--- config.mk ---
export PLATFORM = sky130hd
export DESIGN_NAME = muldiv_unit
export DESIGN_NICKNAME = d
export VERILOG_FILES = /design/src/rtl/muldiv_unit_pkg.sv /design/src/rtl/muldiv_unit.sv
export SDC_FILE = /design/constraint.sdc
export NUM_CORES = 1
export LEC_CHECK = 0
export BUFFER_PORTS_ARGS = -buffer_cell sky130_fd_sc_hd__buf_2
export CORE_ASPECT_RATIO = 1.75
export CORE_UTILIZATION = 66
export DETAILED_ROUTE_END_ITERATION = 7
export GPL_ROUTABILITY_DRIVEN = 0
export GPL_TIMING_DRIVEN = 0
export PLACE_DENSITY = 0.87
export REMOVE_ABC_BUFFERS = 1
export SYNTH_ARGS = -nofsm -noshare
export SYNTH_HDL_FRONTEND = slang
export SYNTH_SLANG_ARGS = --single-unit
--- constraint.sdc ---
create_clock -name clk -period 6.2 [get_ports clk]
set_input_delay 0.31 -clock clk [delete_from_list [all_inputs] [get_ports clk]]
set_output_delay 0.31 -clock clk [all_outputs]
set_load 0.005 [all_outputs]
--- src/rtl/muldiv_unit_pkg.sv ---
// Shared pipeline definitions: ALU control codes, HI/LO unit op codes,
// multiply/divide FSM states and the iteration count.
package muldiv_unit_pkg;

    localparam int unsigned MD_WIDTH = 32;
    localparam int unsigned MD_ITERS = 32;

    // ALU control codes used by the execute stage
    typedef enum logic [3:0] {
        ALU_ADD  = 4'd0,
        ALU_SUB  = 4'd1,
        ALU_AND  = 4'd2,
        ALU_OR   = 4'd3,
        ALU_XOR  = 4'd4,
        ALU_NOR  = 4'd5,
        ALU_SLT  = 4'd6,
        ALU_SLTU = 4'd7,
        ALU_SLL  = 4'd8,
        ALU_SRL  = 4'd9,
        ALU_SRA  = 4'd10,
        ALU_LUI  = 4'd11
    } alu_ctrl_e;

    // HI/LO unit operations; codes 6 and 7 are undefined and ignored
    typedef enum logic [2:0] {
        OP_MULT  = 3'd0,
        OP_MULTU = 3'd1,
        OP_DIV   = 3'd2,
        OP_DIVU  = 3'd3,
        OP_MTHI  = 3'd4,
        OP_MTLO  = 3'd5
    } muldiv_op_e;

    typedef enum logic [1:0] {
        S_IDLE = 2'd0,
        S_RUN  = 2'd1,
        S_FIX  = 2'd2
    } muldiv_state_e;

    // Magnitude of a two's complement value when the op is signed, raw value otherwise
    function automatic logic [MD_WIDTH-1:0] md_mag(input logic [MD_WIDTH-1:0] v,
                                                   input logic is_signed);
        return (is_signed && v[MD_WIDTH-1]) ? (~v + 32'd1) : v;
    endfunction

endpackage

--- src/rtl/muldiv_unit.sv ---
// Iterative HI/LO multiply/divide unit: 32-cycle shift-add multiply and
// restoring divide on operand magnitudes, sign fix-up and HI/LO write-back in
// a final cycle, plus single-cycle MTHI/MTLO.
module muldiv_unit
    import muldiv_unit_pkg::*;
#(
    parameter int unsigned WIDTH = MD_WIDTH
) (
    input  logic             clk,
    input  logic             rst_n,
    input  logic             start,
    input  logic [2:0]       op,
    input  logic [WIDTH-1:0] a,
    input  logic [WIDTH-1:0] b,
    input  logic             flush,
    output logic             busy,
    output logic [WIDTH-1:0] hi,
    output logic [WIDTH-1:0] lo
);

    localparam logic [5:0] LAST_ITER = 6'(MD_ITERS - 1);

    muldiv_state_e      state;
    logic [5:0]         cnt;
    logic [2*WIDTH-1:0] acc;      // shared shift register: {partial, multiplier} or {remainder, quotient}
    logic [WIDTH-1:0]   opnd;     // multiplicand or divisor magnitude
    logic               is_div_q;
    logic               neg_q;    // negate product / quotient
    logic               rneg_q;   // negate remainder
    logic               dz_q;     // divide by zero

    logic               is_signed;
    logic [WIDTH-1:0]   a_mag;
    logic [WIDTH-1:0]   b_mag;
    logic [WIDTH:0]     mul_sum;
    logic [WIDTH+1:0]   div_trial;
    logic [2*WIDTH-1:0] acc_next;
    logic [2*WIDTH-1:0] prod;
    logic [WIDTH-1:0]   res_hi;
    logic [WIDTH-1:0]   res_lo;

    // Operand magnitudes for the op presented at the start edge
    always_comb begin
        is_signed = (op == OP_MULT) || (op == OP_DIV);
        a_mag     = md_mag(a, is_signed);
        b_mag     = md_mag(b, is_signed);
    end

    // One multiply or divide iteration on the shared accumulator
    always_comb begin
        mul_sum   = {1'b0, acc[2*WIDTH-1:WIDTH]} + {1'b0, opnd};
        // 34-bit trial so a zero divisor never looks like a borrow
        div_trial = {1'b0, acc[2*WIDTH-1:WIDTH-1]} - {2'b00, opnd};
        acc_next  = acc;
        if (is_div_q) begin
            if (!div_trial[WIDTH+1])
                acc_next = {div_trial[WIDTH-1:0], acc[WIDTH-2:0], 1'b1};
            else
                acc_next = {acc[2*WIDTH-2:0], 1'b0};
        end else if (acc[0]) begin
            acc_next = {mul_sum, acc[WIDTH-1:1]};
        end else begin
            acc_next = {1'b0, acc[2*WIDTH-1:1]};
        end
    end

    // Sign fix-up and divide-by-zero result selection for the write-back
    always_comb begin
        prod   = neg_q ? (~acc + 64'd1) : acc;
        res_hi = prod[2*WIDTH-1:WIDTH];
        res_lo = prod[WIDTH-1:0];
        if (is_div_q) begin
            res_hi = rneg_q ? (~acc[2*WIDTH-1:WIDTH] + 32'd1) : acc[2*WIDTH-1:WIDTH];
            if (dz_q)
                res_lo = '1;
            else
                res_lo = neg_q ? (~acc[WIDTH-1:0] + 32'd1) : acc[WIDTH-1:0];
        end
    end

    // Control FSM with registered busy and HI/LO
    always_ff @(posedge clk or negedge rst_n) begin
        if (!rst_n) begin
            state    <= S_IDLE;
            busy     <= 1'b0;
            hi       <= '0;
            lo       <= '0;
            cnt      <= '0;
            acc      <= '0;
            opnd     <= '0;
            is_div_q <= 1'b0;
            neg_q    <= 1'b0;
            rneg_q   <= 1'b0;
            dz_q     <= 1'b0;
        end else begin
            case (state)
                S_IDLE: begin
                    busy <= 1'b0;
                    if (start && !flush) begin
                        case (op)
                            OP_MULT, OP_MULTU: begin
                                acc      <= {{WIDTH{1'b0}}, b_mag};
                                opnd     <= a_mag;
                                is_div_q <= 1'b0;
                                neg_q    <= is_signed && (a[WIDTH-1] != b[WIDTH-1]);
                                rneg_q   <= 1'b0;
                                dz_q     <= 1'b0;
                                cnt      <= '0;
                                busy     <= 1'b1;
                                state    <= S_RUN;
                            end
                            OP_DIV, OP_DIVU: begin
                                acc      <= {{WIDTH{1'b0}}, a_mag};
                                opnd     <= b_mag;
                                is_div_q <= 1'b1;
                                neg_q    <= is_signed && (a[WIDTH-1] != b[WIDTH-1]);
                                rneg_q   <= is_signed && a[WIDTH-1];
                                dz_q     <= (b == '0);
                                cnt      <= '0;
                                busy     <= 1'b1;
                                state    <= S_RUN;
                            end
                            OP_MTHI: hi <= a;
                            OP_MTLO: lo <= a;
                            default: ;
                        endcase
                    end
                end
                S_RUN: begin
                    if (flush) begin
                        busy  <= 1'b0;
                        state <= S_IDLE;
                    end else begin
                        acc <= acc_next;
                        cnt <= cnt + 6'd1;
                        if (cnt == LAST_ITER)
                            state <= S_FIX;
                    end
                end
                S_FIX: begin
                    if (!flush) begin
                        hi <= res_hi;
                        lo <= res_lo;
                    end
                    busy  <= 1'b0;
                    state <= S_IDLE;
                end
                default: begin
                    busy  <= 1'b0;
                    state <= S_IDLE;
                end
            endcase
        end
    end

endmodule

Word level (Yosys, flattened, before mapping)
Cells that the tools add are included.
{ "word_totals": {"regBits": 173, "input_bits": 71, "out_inout_bits": 65} }
{ "op_classes": {"add_sub_neg": 8, "eq_ne": 18, "n_mux": 40, "bitwise_logic": 5, "reduce_logical": 22} }
{ "ops": {"columns": ["operator", "count"], "rows": [
  ["32-bit 2-to-1 mux", 13],
  ["64-bit 2-to-1 mux", 6],
  ["64-bit one-hot mux with 2 select lines", 2],
  ["32-bit one-hot mux with 2 select lines", 3],
  ["32-bit by 1-bit adder with 32-bit output, second input constant", 4],
  ["32-bit NOT", 4],
  ["64-bit by 1-bit adder with 64-bit output, second input constant", 1],
  ["64-bit NOT", 1],
  ["33-bit by 32-bit subtractor with 34-bit output", 1],
  ["32-bit by 32-bit adder with 33-bit output", 1],
  ["32-bit zero test", 1],
  ["6-bit 2-to-1 mux", 3],
  ["4-bit AND reduction", 4],
  ["6-bit one-hot mux with 2 select lines", 1],
  ["2-bit inequality test, second input constant", 5],
  ["3-bit AND reduction", 3],
  ["2-bit 2-to-1 mux", 4],
  ["1-bit one-hot mux with 2 select lines", 4],
  ["6-bit by 1-bit adder with 6-bit output, second input constant", 1],
  ["3-bit by 2-bit == test with 1-bit output, second input constant", 2],
  ["3-bit == test, second input constant", 2],
  ["6-bit by 5-bit == test with 1-bit output, second input constant", 1],
  ["2-bit nonzero test", 3],
  ["1-bit logical AND", 4],
  ["other kinds (15)", 19]
]} }

Logic depth before layout (Yosys ltp)
{ "logic_depth": {"depth_word": 7, "ltp_mapped": 15} }

Least setup slack after synthesis
Ideal clock, no wire load.
{ "synth_timing": {"kind": "register to register", "from": "reg acc[32]", "to": "reg acc[61]", "setup_ns": 0.110, "arrival_ns": 3.191, "required_time_ns": 6.090, "path_slack_ns": 2.899, "stages_incl_launch_ff": 14, "path_buffers": 0, "cell_sequence": "dfrtp_1 > ha_1 > inv_1 > fa_1 > nand2b_1 > a21oi_1 > o211ai_1 > a2111oi_0 > nor2_1 > o21ai_1 > a21boi_0 > o221ai_1 > mux2i_1 > o41ai_1"} }
{ "synth_between": {"elab_chain_len": 5, "word_cells_on_any_way": 7} }
{ "synth_rtl": {"columns": ["element", "line", "source"], "rows": [
  ["start, declared", "muldiv_unit.sv:25", "logic [2*WIDTH-1:0] acc;"],
  ["start signal, assigned", "muldiv_unit.sv:102", "acc <= {{WIDTH{1'b0}}, b_mag};"],
  ["start signal, assigned", "muldiv_unit.sv:113", "acc <= {{WIDTH{1'b0}}, a_mag};"],
  ["start signal, assigned", "muldiv_unit.sv:134", "acc <= acc_next;"],
  ["33-bit by 32-bit subtractor with 34-bit output / 32-bit by 32-bit adder with 33-bit output (equally long branches)", "muldiv_unit.sv:53, muldiv_unit.sv:51", null],
  ["64-bit 2-to-1 mux (on tied branches)", "muldiv_unit.sv:56, muldiv_unit.sv:60", null],
  ["64-bit 2-to-1 mux (*)", "muldiv_unit.sv:55", "if (is_div_q) begin"],
  ["64-bit 2-to-1 mux (*)", "muldiv_unit.sv:130", "if (flush) begin"],
  ["64-bit one-hot mux with 2 select lines (*)", "muldiv_unit.sv:96", "case (state)"]
]} }
Every way passes the cells marked *; elsewhere a longest branch is shown, timed or not. The select of a mux whose other input is x is not followed.
A chain may end at the register's enable or synchronous reset.

Final worst setup path
{ "layout_timing": {"from": "reg acc[41]", "to": "reg acc[35]"} }
{ "layout_between": {"elab_chain_len": 5} }
{ "layout_rtl": {"columns": ["element", "line", "source"], "rows": [
  ["33-bit by 32-bit subtractor with 34-bit output", "muldiv_unit.sv:53", "div_trial = {1'b0, acc[2*WIDTH-1:WIDTH-1]} - {2'b00, opnd};"],
  ["64-bit 2-to-1 mux", "muldiv_unit.sv:56", "if (!div_trial[WIDTH+1])"],
  ["64-bit 2-to-1 mux", "muldiv_unit.sv:55", null],
  ["64-bit 2-to-1 mux", "muldiv_unit.sv:130", null],
  ["64-bit one-hot mux with 2 select lines", "muldiv_unit.sv:96", null]
]} }
No other way between the ends. The select of a mux whose other input is x is not followed.

==> results.json <==
{
  "largest_family_of_logic_cells_by_synthesized_area": "compound AO/OA/AOI/OAI gates",
  "first_global_vias": 15820,
  "number_of_enable_type_register_cells_in_the_synthesized_netlist": 0,
  "power.switching_fraction_pct": 47.59,
  "num-nets-final": 2174,
  "syn-mean-instance-area_um2": 7.599,
  "syn2layout_area_growth_pct": 10.05,
  "slew_headroom_pct": 9.165,
  "finClkSkew_ps": 11.06,
  "die_w_um": 116.5,
  "numPlacedInstances": 2311,
  "finalSetupViolCount": 0,
  "critPathLaunchType": "register",
  "post-cts-setup-buffer-count": 0,
  "yosys_warnings": 0,
  "status": "completed",
  "async_flop_share_pct": 100.0,
  "pin_count": 136,
  "final.min_clock_period_ps": 4732,
  "hpwl_um": 37070,
  "synth_adder_area_share_pct": 5.965,
  "clk_network_pwr_share_pct": 15.9,
  "cell_pwr_density_nw_per_um2": 431.2,
  "combPwrFrac_pct": 56.0,
  "synth_top_flop_cell": "sky130_fd_sc_hd__dfrtp_1",
  "chipHeight_um": 202.4,
  "synthesized_area_fraction_occupied_by_ao_oa_aoi_and_oai_cells_pct": 27.30,
  "die-area_um2": 23580,
  "ctsLongestPathBuffers": 2,
  "post_synth_mux_area_share_pct": 3.792,
  "cts.htree.levels": 4,
  "drt_iter0_drc": 1581,
  "total_standard_cell_area_after_synthesis_um2": 15140,
  "synth_xor_xnor_area_share_pct": 10.06,
  "tightest_slew_ps": 1363,
  "post_synth_and_or_nand_nor_area_fraction_pct": 19.30,
  "ys_ff_latch": 173,
  "hold_violations": 0,
  "drcViolationCount": 0,
  "power.ir.vdd_worst_v": 0.0002606,
  "floorplan.rows": 73,
  "power.share.sequential_pct": 28.0,
  "initial_core_util_pct": 66.86,
  "grt_usage_pct": 45.04,
  "max-cap-violations": 0,
  "cts_repair_resize_count": 0,
  "multi_input_area_um2": 10110,
  "drtAntennaViolNets": 0,
  "final_layout_size_suffix_gt1_share_pct": 10.81,
  "fmax_ghz": 0.2113,
  "area.sequential_um2": 4334,
  "first_pass_iters": 6,
  "grt_start_max_net_pins": 122,
  "synthTopCellsByArea": "sky130_fd_sc_hd__dfrtp_1 (29%), sky130_fd_sc_hd__o21ai_0 (6.9%), sky130_fd_sc_hd__xnor2_1 (6.8%)",
  "vias_per_cell": 6.862,
  "cts_hold_buffers": 1,
  "worst_endpoint_required_time_ps": 6570,
  "top_area_cell_type_share_of_the_netlist_area_pct": 28.59,
  "synth_seq_area_share_pct": 28.59,
  "grt_pass1_wl_um": 80670,
  "setup.worst_path.class": "register to register",
  "final_critical_path_setup_slack_ps": 1468,
  "tritoncts": "done",
  "power.internal_mw": 3.767,
  "setup_repair_after_global_routing_missed_its_margin": "false",
  "antenna_found_initial": 1,
  "netlist-cell-type-count": 74,
  "synth_cells": 1993,
  "detailroute.via_count": 16110,
  "avgRoutedWirePerCell_um": 21.72,
  "r2r_setup_slack_ps": 1470,
  "port_buffers": 135,
  "slew_viol_final": 0,
  "overflow": 0,
  "pre_cts_slack_ps": 1745,
  "cts.sink_count": 173,
  "tritoncts.num_buffers": 17,
  "finalPower_mw": 7.187,
  "critPathMaxFanout": 12,
  "final.period_utilization_pct": 76.32,
  "design.core.area_um2": 22650,
  "worstSkewPairLatency_ps": 470,
  "fill_cells": 1766,
  "min-delay-path-class": "primary input to register",
  "synthDominantAreaCellType": "sky130_fd_sc_hd__dfrtp_1",
  "timing.critical_path.arrival_ps": 5100,
  "timing.critical_path.to_type": "register",
  "clkTransAtPathRegs_ps": 70,
  "stdcell_count": 2347,
  "finalWirelength_um": 50970,
  "switchingPower_mw": 3.420,
  "total_leakage_power_nw": 7.186,
  "root_buffer": "sky130_fd_sc_hd__clkbuf_16"
}
layout by cell type (no fill, tap or decap), types with 17 or more instances in the layout:
cell | netlist | final
sky130_fd_sc_hd__nand3_1 | 30 | 30
sky130_fd_sc_hd__clkbuf_16 | 0 | 17
sky130_fd_sc_hd__a31oi_1 | 29 | 29
sky130_fd_sc_hd__nor4_1 | 18 | 18
sky130_fd_sc_hd__o21ai_0 | 209 | 209
sky130_fd_sc_hd__o211ai_1 | 41 | 41
sky130_fd_sc_hd__nand2b_1 | 22 | 20
sky130_fd_sc_hd__ha_1 | 69 | 69
sky130_fd_sc_hd__dfrtp_1 | 173 | 171
sky130_fd_sc_hd__o22ai_1 | 42 | 42
sky130_fd_sc_hd__xor2_1 | 56 | 56
sky130_fd_sc_hd__mux2i_1 | 45 | 45
sky130_fd_sc_hd__o31ai_1 | 25 | 25
sky130_fd_sc_hd__nor2_1 | 182 | 180
sky130_fd_sc_hd__a211oi_1 | 21 | 21
sky130_fd_sc_hd__buf_2 | 1 | 137
sky130_fd_sc_hd__nor3_1 | 38 | 37
sky130_fd_sc_hd__a21oi_1 | 199 | 199
sky130_fd_sc_hd__or3_1 | 24 | 23
sky130_fd_sc_hd__inv_1 | 62 | 62
sky130_fd_sc_hd__nand2_1 | 238 | 238
sky130_fd_sc_hd__xnor2_1 | 118 | 118
sky130_fd_sc_hd__a21o_1 | 21 | 21
layer usage:
layer  up-vias  share of wire, %  wire [um]  global-route usage [%]
met5         -                 0          0                       0
met4         0               8.7       4426                   35.53
met3       345               9.6       4876                   7.916
met2      1113                48      24250                   71.62
met1      7381                34      17410                   52.70
li1       7266                 -          -                       -
synthesized netlist by cell type, types with 18 or more instances:
library cell,count
sky130_fd_sc_hd__nand2_1,238
sky130_fd_sc_hd__o21ai_0,209
sky130_fd_sc_hd__a21oi_1,199
sky130_fd_sc_hd__nor2_1,182
sky130_fd_sc_hd__dfrtp_1,173
sky130_fd_sc_hd__clkbuf_1,119
sky130_fd_sc_hd__xnor2_1,118
sky130_fd_sc_hd__ha_1,69
sky130_fd_sc_hd__inv_1,62
sky130_fd_sc_hd__xor2_1,56
sky130_fd_sc_hd__mux2i_1,45
sky130_fd_sc_hd__o22ai_1,42
sky130_fd_sc_hd__o211ai_1,41
sky130_fd_sc_hd__nor3_1,38
sky130_fd_sc_hd__nand3_1,30
sky130_fd_sc_hd__a31oi_1,29
sky130_fd_sc_hd__o31ai_1,25
sky130_fd_sc_hd__or3_1,24
sky130_fd_sc_hd__nand2b_1,22
sky130_fd_sc_hd__a211oi_1,21
sky130_fd_sc_hd__a21o_1,21
sky130_fd_sc_hd__nor4_1,18
metrics by stage:
stage / TNS (ps) / hold slack, ps / utilization (%) / instance area, um2
global route: 0 / 194.4 / 73.58 / 16670
CTS: 0 / 171.1 / 73.44 / 16630
global placement: -275570 / 458.8 / 69.20 / 15680
finish: 0 / 176.1 / 73.58 / 16670
detailed placement: 0 / 252.9 / 70.69 / 16010
floorplan: -98000 / 14.41 / - / 14620
logic make-up after synthesis:
group                    count (synthesis)
AO/OA/AOI/OAI                          686
XOR/XNOR                               174
adder cells (fa/ha/maj)                 71
buffers and inverters                  197
flip-flops                             173
multiplexers                            56
AND/OR/NAND/NOR                        636
final cells by class:
type	instances	area share [%]
antenna	2	0.03003
clock buffer	22	2.845
clock inverter	10	0.8333
inverter	63	1.419
multi-input combinational	1623	60.66
sequential	173	26.00
tap	300	2.252
timing repair buffer	154	5.953
power by group through the flow:
stage	Sequential, mW	Clock (mW)	Combinational [mW]
floorplan	1.82	0	2.81
CTS	1.98	1.13	3.90
finish	2.01	1.15	4.03
global route	2.05	1.17	4.42
detailed placement	2.00	0	3.86
global placement	1.98	0	3.49
sequential cells by signal, summed over array words and instances (netlist names):
| signal | count |
|---|---|
| busy | 1 |
| cnt | 6 |
| hi | 32 |
| is_div_q | 1 |
| neg_q | 1 |
| state | 2 |
| dz_q | 1 |
| rneg_q | 1 |
| acc | 64 |
| lo | 32 |
| opnd | 32 |
path summary, 6_finish.rpt:
path | startpoint | endpoint | depth (start not counted)
min in group asynchronous | rst_n | acc[59]$_DFFE_PN0P_ | 2
worst min-delay path | a[12] | hi[12]$_DFFE_PN0P_ | 3
max in group asynchronous | rst_n | is_div_q$_DFFE_PN0P_ | 3
worst max register to register | acc[41]$_DFFE_PN0P_ | acc[35]$_DFFE_PN0P_ | 16
worst min register to register | lo[1]$_DFFE_PN0P_ | lo[1]$_DFFE_PN0P_ | 2
worst max-delay path | acc[41]$_DFFE_PN0P_ | acc[35]$_DFFE_PN0P_ | 16
critical path, cell delays in order (launching register included):
cell and delay (ps):
sky130_fd_sc_hd__dfrtp_1 520, sky130_fd_sc_hd__ha_1 460, sky130_fd_sc_hd__a21oi_1 310, sky130_fd_sc_hd__o21a_1 160, sky130_fd_sc_hd__nor3_1 50, sky130_fd_sc_hd__nor3b_1 560
sky130_fd_sc_hd__o41ai_1 230, sky130_fd_sc_hd__a2111oi_2 630, sky130_fd_sc_hd__buf_4 280, sky130_fd_sc_hd__buf_2 240, sky130_fd_sc_hd__buf_4 210, sky130_fd_sc_hd__buf_2 250
sky130_fd_sc_hd__buf_2 270, sky130_fd_sc_hd__nand2_1 90, sky130_fd_sc_hd__o21ai_0 100, sky130_fd_sc_hd__a21oi_1 80, sky130_fd_sc_hd__o21ai_0 170
Power figures use the tool's default switching activity.
